$ cat config.mk
export PLATFORM = sky130hd
export DESIGN_NAME = key_bounce_gen
export DESIGN_NICKNAME = d
export VERILOG_FILES = /design/src/rtl/key_pkg.sv /design/src/rtl/key_bounce_gen_lfsr16.sv /design/src/rtl/key_bounce_gen.sv
export SDC_FILE = /design/constraint.sdc
export NUM_CORES = 1
export LEC_CHECK = 0
export CELL_PAD_IN_SITES_DETAIL_PLACEMENT = 2
export CELL_PAD_IN_SITES_GLOBAL_PLACEMENT = 2
export CORE_UTILIZATION = 43
export CTS_BUF_LIST = sky130_fd_sc_hd__clkbuf_4 sky130_fd_sc_hd__clkbuf_8
export DETAILED_ROUTE_END_ITERATION = 6
export MAX_ROUTING_LAYER = met4
export PLACE_DENSITY = 0.83
export SLEW_MARGIN = 0
export SYNTH_ARGS = -nofsm -noshare
export SYNTH_HDL_FRONTEND = slang
export SYNTH_SLANG_ARGS = --single-unit
$ cat constraint.sdc
create_clock -name sys_clk -period 2.7 [get_ports sys_clk]
set_input_delay 0.54 -clock sys_clk [delete_from_list [all_inputs] [get_ports sys_clk]]
set_output_delay 0.54 -clock sys_clk [all_outputs]
set_load 0.02 [all_outputs]
$ cat src/rtl/key_pkg.sv
// Shared types and constants for the key bounce generator.
// State encoding, LFSR geometry/seed and key polarity levels.
package key_pkg;

  typedef enum logic [1:0] {
    ST_IDLE           = 2'd0,
    ST_BOUNCE_PRESS   = 2'd1,
    ST_HOLD           = 2'd2,
    ST_BOUNCE_RELEASE = 2'd3
  } state_t;

  localparam int          LFSR_W        = 16;
  localparam logic [15:0] LFSR_TAPS     = 16'hB400;
  localparam logic [15:0] LFSR_DEF_SEED = 16'hACE1;

  localparam logic KEY_RELEASED = 1'b1;
  localparam logic KEY_PRESSED  = 1'b0;

  // x^16+x^14+x^13+x^11+1, shifting left with the
  // parity of the tapped bits fed into bit 0.
  function automatic logic [15:0] lfsr_next(
    input logic [15:0] q
  );
    return {q[14:0], ^(q & LFSR_TAPS)};
  endfunction

  // An all-zero seed would lock the register.
  function automatic logic [15:0] seed_fix(
    input logic [15:0] s
  );
    return (s == 16'h0000) ? LFSR_DEF_SEED : s;
  endfunction

endpackage

$ cat src/rtl/key_bounce_gen_lfsr16.sv
// Free-running 16-bit Fibonacci LFSR, reloads seed on reset.
// Ports: clk, rst_n (async, active-low), q[15:0] current state.
module lfsr16
  import key_pkg::*;
#(
  parameter logic [15:0] SEED = LFSR_DEF_SEED
) (
  input  logic        clk,
  input  logic        rst_n,
  output logic [15:0] q
);

  localparam logic [15:0] INIT = seed_fix(SEED);

  always_ff @(posedge clk or negedge rst_n) begin
    if (!rst_n) q <= INIT;
    else        q <= lfsr_next(q);
  end

endmodule

$ cat src/rtl/key_bounce_gen.sv
// Emulated mechanical key: bounce, steady low hold, bounce.
// Ports: sys_clk, sys_rst_n, press_req in; busy, key_out, press_done out.
module key_bounce_gen
  import key_pkg::*;
#(
  parameter int unsigned BOUNCE_CYCLES = 30,
  parameter int unsigned HOLD_CYCLES   = 100,
  parameter logic [15:0] LFSR_SEED     = 16'hACE1
) (
  input  logic sys_clk,
  input  logic sys_rst_n,
  input  logic press_req,
  output logic busy,
  output logic key_out,
  output logic press_done
);

  localparam logic [15:0] B_LAST = 16'(BOUNCE_CYCLES - 1);
  localparam logic [15:0] H_LAST = 16'(HOLD_CYCLES - 1);

  state_t      state, state_nxt;
  logic [15:0] cnt, cnt_nxt;
  logic        key_nxt;
  logic        busy_nxt;
  logic        done_nxt;
  logic [15:0] lfsr_q;
  logic        rnd;
  logic        lfsr_unused;

  lfsr16 #(
    .SEED (LFSR_SEED)
  ) u_lfsr (
    .clk   (sys_clk),
    .rst_n (sys_rst_n),
    .q     (lfsr_q)
  );

  assign rnd         = lfsr_q[0];
  assign lfsr_unused = ^lfsr_q[15:1];

  always_ff @(posedge sys_clk or negedge sys_rst_n) begin
    if (!sys_rst_n) begin
      state      <= ST_IDLE;
      cnt        <= '0;
      key_out    <= KEY_RELEASED;
      busy       <= 1'b0;
      press_done <= 1'b0;
    end else begin
      state      <= state_nxt;
      cnt        <= cnt_nxt;
      key_out    <= key_nxt;
      busy       <= busy_nxt;
      press_done <= done_nxt;
    end
  end

  // cnt counts edges already spent in the state, so
  // the exit edge is the one that sees cnt == LAST.
  always_comb begin
    state_nxt = state;
    cnt_nxt   = cnt + 16'd1;
    key_nxt   = key_out;
    busy_nxt  = busy;
    done_nxt  = 1'b0;
    unique case (state)
      ST_IDLE: begin
        cnt_nxt = '0;
        key_nxt = KEY_RELEASED;
        if (press_req) begin
          state_nxt = ST_BOUNCE_PRESS;
          busy_nxt  = 1'b1;
          key_nxt   = rnd;
        end
      end
      ST_BOUNCE_PRESS: begin
        if (cnt == B_LAST) begin
          state_nxt = ST_HOLD;
          cnt_nxt   = '0;
          key_nxt   = KEY_PRESSED;
        end else begin
          key_nxt = rnd;
        end
      end
      ST_HOLD: begin
        if (cnt == H_LAST) begin
          state_nxt = ST_BOUNCE_RELEASE;
          cnt_nxt   = '0;
          key_nxt   = rnd;
        end else begin
          key_nxt = KEY_PRESSED;
        end
      end
      ST_BOUNCE_RELEASE: begin
        if (cnt == B_LAST) begin
          state_nxt = ST_IDLE;
          cnt_nxt   = '0;
          key_nxt   = KEY_RELEASED;
          busy_nxt  = 1'b0;
          done_nxt  = 1'b1;
        end else begin
          key_nxt = rnd;
        end
      end
      default: begin
        state_nxt = ST_IDLE;
        cnt_nxt   = '0;
      end
    endcase
  end

endmodule

==> impl_metrics.env, run 1 <==
export IMPL_antenna_cells=0
export IMPL_tightest_slew_ns=0.6414
export IMPL_die_area_um2=4039
export IMPL_synthesis_area_um2=1629
export IMPL_drv_slew=0
export IMPL_nets=159
export IMPL_synth_top_cells_by_area="dfrtp_1 43%, dfstp_2 15%, xnor2_1 6.5%"
export IMPL_critical_path_class="reg -> reg"
export IMPL_hold_violations=0
export IMPL_max_clock_path_buffers=2
export IMPL_ys_warn_count=0
export IMPL_wl_per_cell_um=22.30
export IMPL_pin_count=6
export IMPL_grt_antenna_before_repair=0
export IMPL_via_per_inst=5.939
export IMPL_whs_path_depth=0
export IMPL_yosys_area_top_type="dfrtp_1"
export IMPL_dr_pass1_iters=4
export IMPL_synth_edff_count=0
export IMPL_clk_latency_ns=0.30
export IMPL_via_count=1164
export IMPL_drt_initial_drc_count=28
export IMPL_powerDensity_nw_per_um2=615.6
export IMPL_clk_pin_slew_worst_paths_ns=0.08
export IMPL_syn_inst=140
export IMPL_detailed_place_hpwl_um=2796
export IMPL_peakVddDrop_mv=0.2849
export IMPL_grt_ovfl_total=0
export IMPL_ys_types=36
export IMPL_numPortBuffers=5
export IMPL_yosys_area_top_type_share_pct=43.01
export IMPL_cp_required_ns=2.89
export IMPL_relSlewSlack_pct=57.24
export IMPL_root_buffer="clkbuf_8"
export IMPL_grt_setup_unrepaired="false"
export IMPL_reg2reg_depth=4
export IMPL_grt_pass1_wl_um=7403
export IMPL_seq_area_frac_synth_pct=57.53
export IMPL_cts_buffers=5
export IMPL_p_leak_uw=0.0007716
export IMPL_critPathArrivalTime_ns=2.54
export IMPL_grt_max_degree=38
export IMPL_fp_coreArea_um2=3468
export IMPL_total_power_uw=1147
export IMPL_drive_above_1_share_pct=16.00
export IMPL_avgSynthCellArea_um2=11.64
export IMPL_status="finished, final reports clean"
export IMPL_hold_class="reg -> reg"
export IMPL_initial_core_util_pct=46.97
export IMPL_cts_resized_gates=0
export IMPL_fmax_mhz=426.1
export IMPL_critPathLaunchType="flip-flop"
export IMPL_max_cap_violations=0
export IMPL_synth_main_ff_cell="dfrtp_1"
export IMPL_async_reset_ff_share_pct=100.0
export IMPL_cp_end_kind="flip-flop"
export IMPL_period_needed_ns=2.347
export IMPL_place_gp_congestion=0.7855
export IMPL_drtAntennaViolNets=0
export IMPL_skew_ns=0.005627
export IMPL_fin_setup_tns_ns=0
export IMPL_postCtsHoldBufs=0
export IMPL_clock_sinks=37
export IMPL_grtUsageTotal_pct=26.16
export IMPL_post_cts_setup_buffers=0
export IMPL_nFillCells=343
export IMPL_finalCritPeriodShare_pct=86.93
export IMPL_die_x_um=63.55
export IMPL_rows=21
export IMPL_cts_tree="yes"
export IMPL_wl_um=4371
export IMPL_die_y_um=63.55
export IMPL_worstPathMaxFanout=7
export IMPL_drc=0
export IMPL_syn_nets=150
export IMPL_setup_viol_count_final=0
export IMPL_grt_pass1_vias=1335
export IMPL_h_tree_depth=2
export IMPL_syn2layout_area_growth_pct=14.36
export IMPL_ys_seq_elements=37
[registers in the layout (all words and copies together) (netlist names)]
register    flops
key_out         1
u_lfsr.q       16
busy            1
cnt            16
press_done      1
state           2
[critical path, cell delays in order (launching register included)]
cell and delay (ns):
dfrtp_1 0.46, nor4_1 0.51, nand4_1 0.37, a221oi_1 0.52, mux2_2 0.38
[worst paths after layout]
path	to	from	slack (ns)
setup / recovery	state[1]$_DFFE_PN0P_	cnt[11]$_DFF_PN0_	0.35
hold / removal	u_lfsr.q[10]$_DFF_PN1_	u_lfsr.q[9]$_DFF_PN0_	0.35
setup reg to reg	state[1]$_DFFE_PN0P_	cnt[11]$_DFF_PN0_	0.35
hold reg to reg	u_lfsr.q[10]$_DFF_PN1_	u_lfsr.q[9]$_DFF_PN0_	0.35
max in group asynchronous	u_lfsr.q[11]$_DFF_PN1_	sys_rst_n	1.68
min in group asynchronous	cnt[11]$_DFF_PN0_	sys_rst_n	0.67
[Yosys cell counts, drive strengths merged (2+ instances only)]
library cell	count
a211oi	2
buf	3
clkbuf	2
dfrtp	28
dfstp	9
ha	7
inv	6
nand2	6
nand3	7
nand4	4
nor2	5
nor3	17
nor4	6
nor4b	2
o21ai	3
o31ai	2
or4	2
xnor2	12
xor2	3
[per-layer routing]
metal,track usage (%),vias to the layer above,routed length (um)
li1,-,516,-
met1,29.66,622,1856
met2,43.09,15,2296
met3,6.703,11,110
met4,11.93,0,107
met5,-,-,0
[where the power goes]
| part | switching [uW] | internal [uW] | leakage, uW | total [uW] |
|---|---|---|---|---|
| Sequential | 0 | 554 | 0.000465 | 554 |
| Combinational | 10.9 | 3.51 | 0.000239 | 14.4 |
| Clock | 211 | 367 | 0.0000681 | 578 |
[placed cells by master (no fill, tap or decap), types with 2 or more instances in the layout]
master           count
a211oi_1             2
nand2_1              6
or4_1                2
nor4b_1              2
clkbuf_8             5
nand3_1              6
bufinv_16            2
clkdlybuf4s50_1      5
o31ai_1              2
inv_1                6
buf_4                2
nor2_1               5
ha_1                 7
nand4_1              4
nor4_1               6
dfrtp_1             28
nor3_1              17
o21ai_0              3
xnor2_1             12
xor2_1               3
dfstp_2              9
[area by class of cell]
cell class | count | area [um2] | share of cell area, %
clock buffers | 5 | 68.82 | 3.694
repair buffers | 7 | 65.06 | 3.492
well taps | 46 | 57.56 | 3.089
multi-input cells | 92 | 646.9 | 34.72
clock inverters | 3 | 65.06 | 3.492
inverters | 6 | 22.52 | 1.209
flip-flops and latches | 37 | 937.1 | 50.30
[metrics by stage]
stage | instance area (um2) | hold slack [ns] | setup WS, ns | util (%) | cells
4_1_cts | 1863 | 0.3567 | 0.3578 | 53.72 | 196
3_5_place_dp | 1729 | 0.3379 | 0.3587 | 49.86 | 188
3_3_place_gp | 1729 | 0.3355 | 0.5851 | 49.86 | 188
5_1_grt | 1863 | 0.3646 | 0.1353 | 53.72 | 196
6_report | 1863 | 0.3535 | 0.3529 | 53.72 | 196
2_1_floorplan | 1629 | 0.2444 | 0.7846 | - | 140
[logic make-up after synthesis]
kind of cell | Yosys count | synth area share, %
compound gates | 13 | 5.683
xor+xnor | 15 | 8.065
fa+ha+maj | 7 | 5.376
buf+inv | 11 | 2.764
flops | 37 | 57.53
mux | 1 | 0.6912
simple gates | 56 | 19.89
(Power assumes the default switching activity.)
==> run 2, diff against run 1 <==
- SKIP_CTS_REPAIR_TIMING: not set -> 1
==> results of run 2 <==
No change in the layout: final DEF, timing and power equal those of run 1.
==> RTL change: new RTL, config.mk and constraints of run 2 <==
Remove the register `press_done`: a continuous assignment takes its place, so the output `press_done` follows one clock earlier.
--- a/src/rtl/key_bounce_gen.sv
+++ b/src/rtl/key_bounce_gen.sv
@@ -44,15 +44,15 @@
       cnt        <= '0;
       key_out    <= KEY_RELEASED;
       busy       <= 1'b0;
-      press_done <= 1'b0;
     end else begin
       state      <= state_nxt;
       cnt        <= cnt_nxt;
       key_out    <= key_nxt;
       busy       <= busy_nxt;
-      press_done <= done_nxt;
     end
   end
+
+  assign press_done = done_nxt;
 
   // cnt counts edges already spent in the state, so
   // the exit edge is the one that sees cnt == LAST.
Check against the original RTL: no difference found for any inputs over 10 cycles, from zero or initial values and one cycle with sys_rst_n low; that may be too few to reach the edited logic, so the function may still have changed.
==> RTL change against run 2 <==
- register-to-register slack better by 0.07 ns
- synthesized area down 1.5%
- largest cell class unchanged
- synthesized cell count down 0.71%
- worst setup slack worse by 0.0092 ns
- maximum frequency down 0.39%
- count of clock-buffer cells in the layout unchanged
- critical endpoint is now press_done
- sequential cell count down 1
- cell area down 3.0%
- largest power group is now sequential cells
- sequential power down 3%
- total power down 18%
- wire length down 3.3%
==> RTL change: results <==
critical_path:
  worstPathMaxFanout: 6
  r2r_slack_ns: 0.42
  r2r.worst_path.cells: 5
  cp.arrival_ns: 1.82
clock_network:
  path_clk_slew_ns: 0.07
  clockRootBuffer: "clkbuf_8"
  cts_max_level: 2
  ctsLongestPathBuffers: 2
  clk_latency_ns: 0.30
global_route:
  grt_start_max_net_pins: 37
  grt_pass1_vias: 1347
  track_usage_pct: 25.6
  grt_pass1_wl_mm: 7.11
logic_synthesis:
  synth-main-ff-cell: "dfrtp_1"
  synth_common_cells: "27 x dfrtp_1, 17 x nor3_1, 12 x xnor2_1"
  synth_area_leaders: "dfrtp_1 42%, dfstp_2 15%, xnor2_1 6.6%, ha_1 5.5%, nor3_1 5.3%"
  syn-num-nets: 149
  synth-seq-area-share_pct: 56.9
pwr:
  power_frac_seq_pct: 57.2
  pg_clk_mw: 0.389
  power_switching_mw: 0.220
  comb_power_share_pct: 1.5
  p_leak_nw: 0.762
  max-vdd-ir-drop_v: 0.000317
routing:
  drtIter0Drc: 46
  firstDrtPassIters: 4
  route.vias.total: 1149
  finalWirelength_mm: 4.23
finish:
  drive_above_1_share_pct: 17.3
  top_regs: "cnt x16, u_lfsr.q x16, state x2"
place:
  dpl_cell_area_sq_um: 1710
  post-dp-hpwl_mm: 2.93
  place_congestion: 0.788
min_path:
  worstHoldPathCells: 0
  worstHoldEndpoint: "u_lfsr.q[15]"
  min_path_type: "reg -> reg"
  worstHoldStart: "u_lfsr.q[14]"
run_status:
  status: "complete, no violations"
sta:
  skew_ns: 0.00855
  slew_headroom_pct: 56.1
  holdWs_ns: 0.355
[RTL change: cells by family (layout without fill, tap and decap cells)]
family,count (synthesis),after routing,synth area share (%)
and+or+nand+nor,56,56,20.2
DFF,36,36,56.9
xor gates and xnor gates,15,15,8.19
AOI/OAI and AO/OA,13,13,5.77
buffers and inverters,11,22,2.81
adders and majority gates,7,7,5.46
muxes,1,1,0.702
[RTL change: through the flow]
stage	cells	util, %	setup WS, ns
2_1_floorplan	139	-	0.785
3_3_place_gp	188	49.7	0.375
3_5_place_dp	188	49.7	0.154
4_1_cts	196	52.3	-0.175
5_1_grt	196	52.5	0.199
6_report	196	52.5	0.344
[RTL change: routing by layer]
layer	wire length, um	GRT usage (%)	up-vias
li1	-	-	518
met3	148	8.70	13
met4	132	11.6	0
met2	2270	43.5	23
met5	0	-	-
met1	1680	26.4	595
[RTL change: worst max-delay path by stage]
| stage | from | end | slack [ns] | cells after the start |
|---|---|---|---|---|
| global placement | cnt[11] | press_done | 0.38 | 4 |
| detailed placement | cnt[11] | press_done | 0.15 | 4 |
| floorplan | cnt[11] | cnt[11] | 0.78 | 5 |
| global route | cnt[11] | press_done | 0.20 | 4 |
| finish | cnt[11] | press_done | 0.34 | 4 |
| CTS | cnt[11] | press_done | -0.18 | 4 |
[RTL change: critical path: stages (launching register included)]
cell	delay, ns
dfrtp_1	0.46
nor4_2	0.44
nand4_1	0.25
nor2_1	0.14
dlymetal6s2s_1	0.23
[RTL change: cell type report]
class                           count  area [sq um]
Clock buffer                        5          68.8
Tap cell                           46          57.6
Sequential cell                    36           912
Inverter                            6          22.5
Multi-Input combinational cell     92           653
Timing Repair Buffer                8          75.1
Fill cell                         350          1630
Clock inverter                      3          18.8
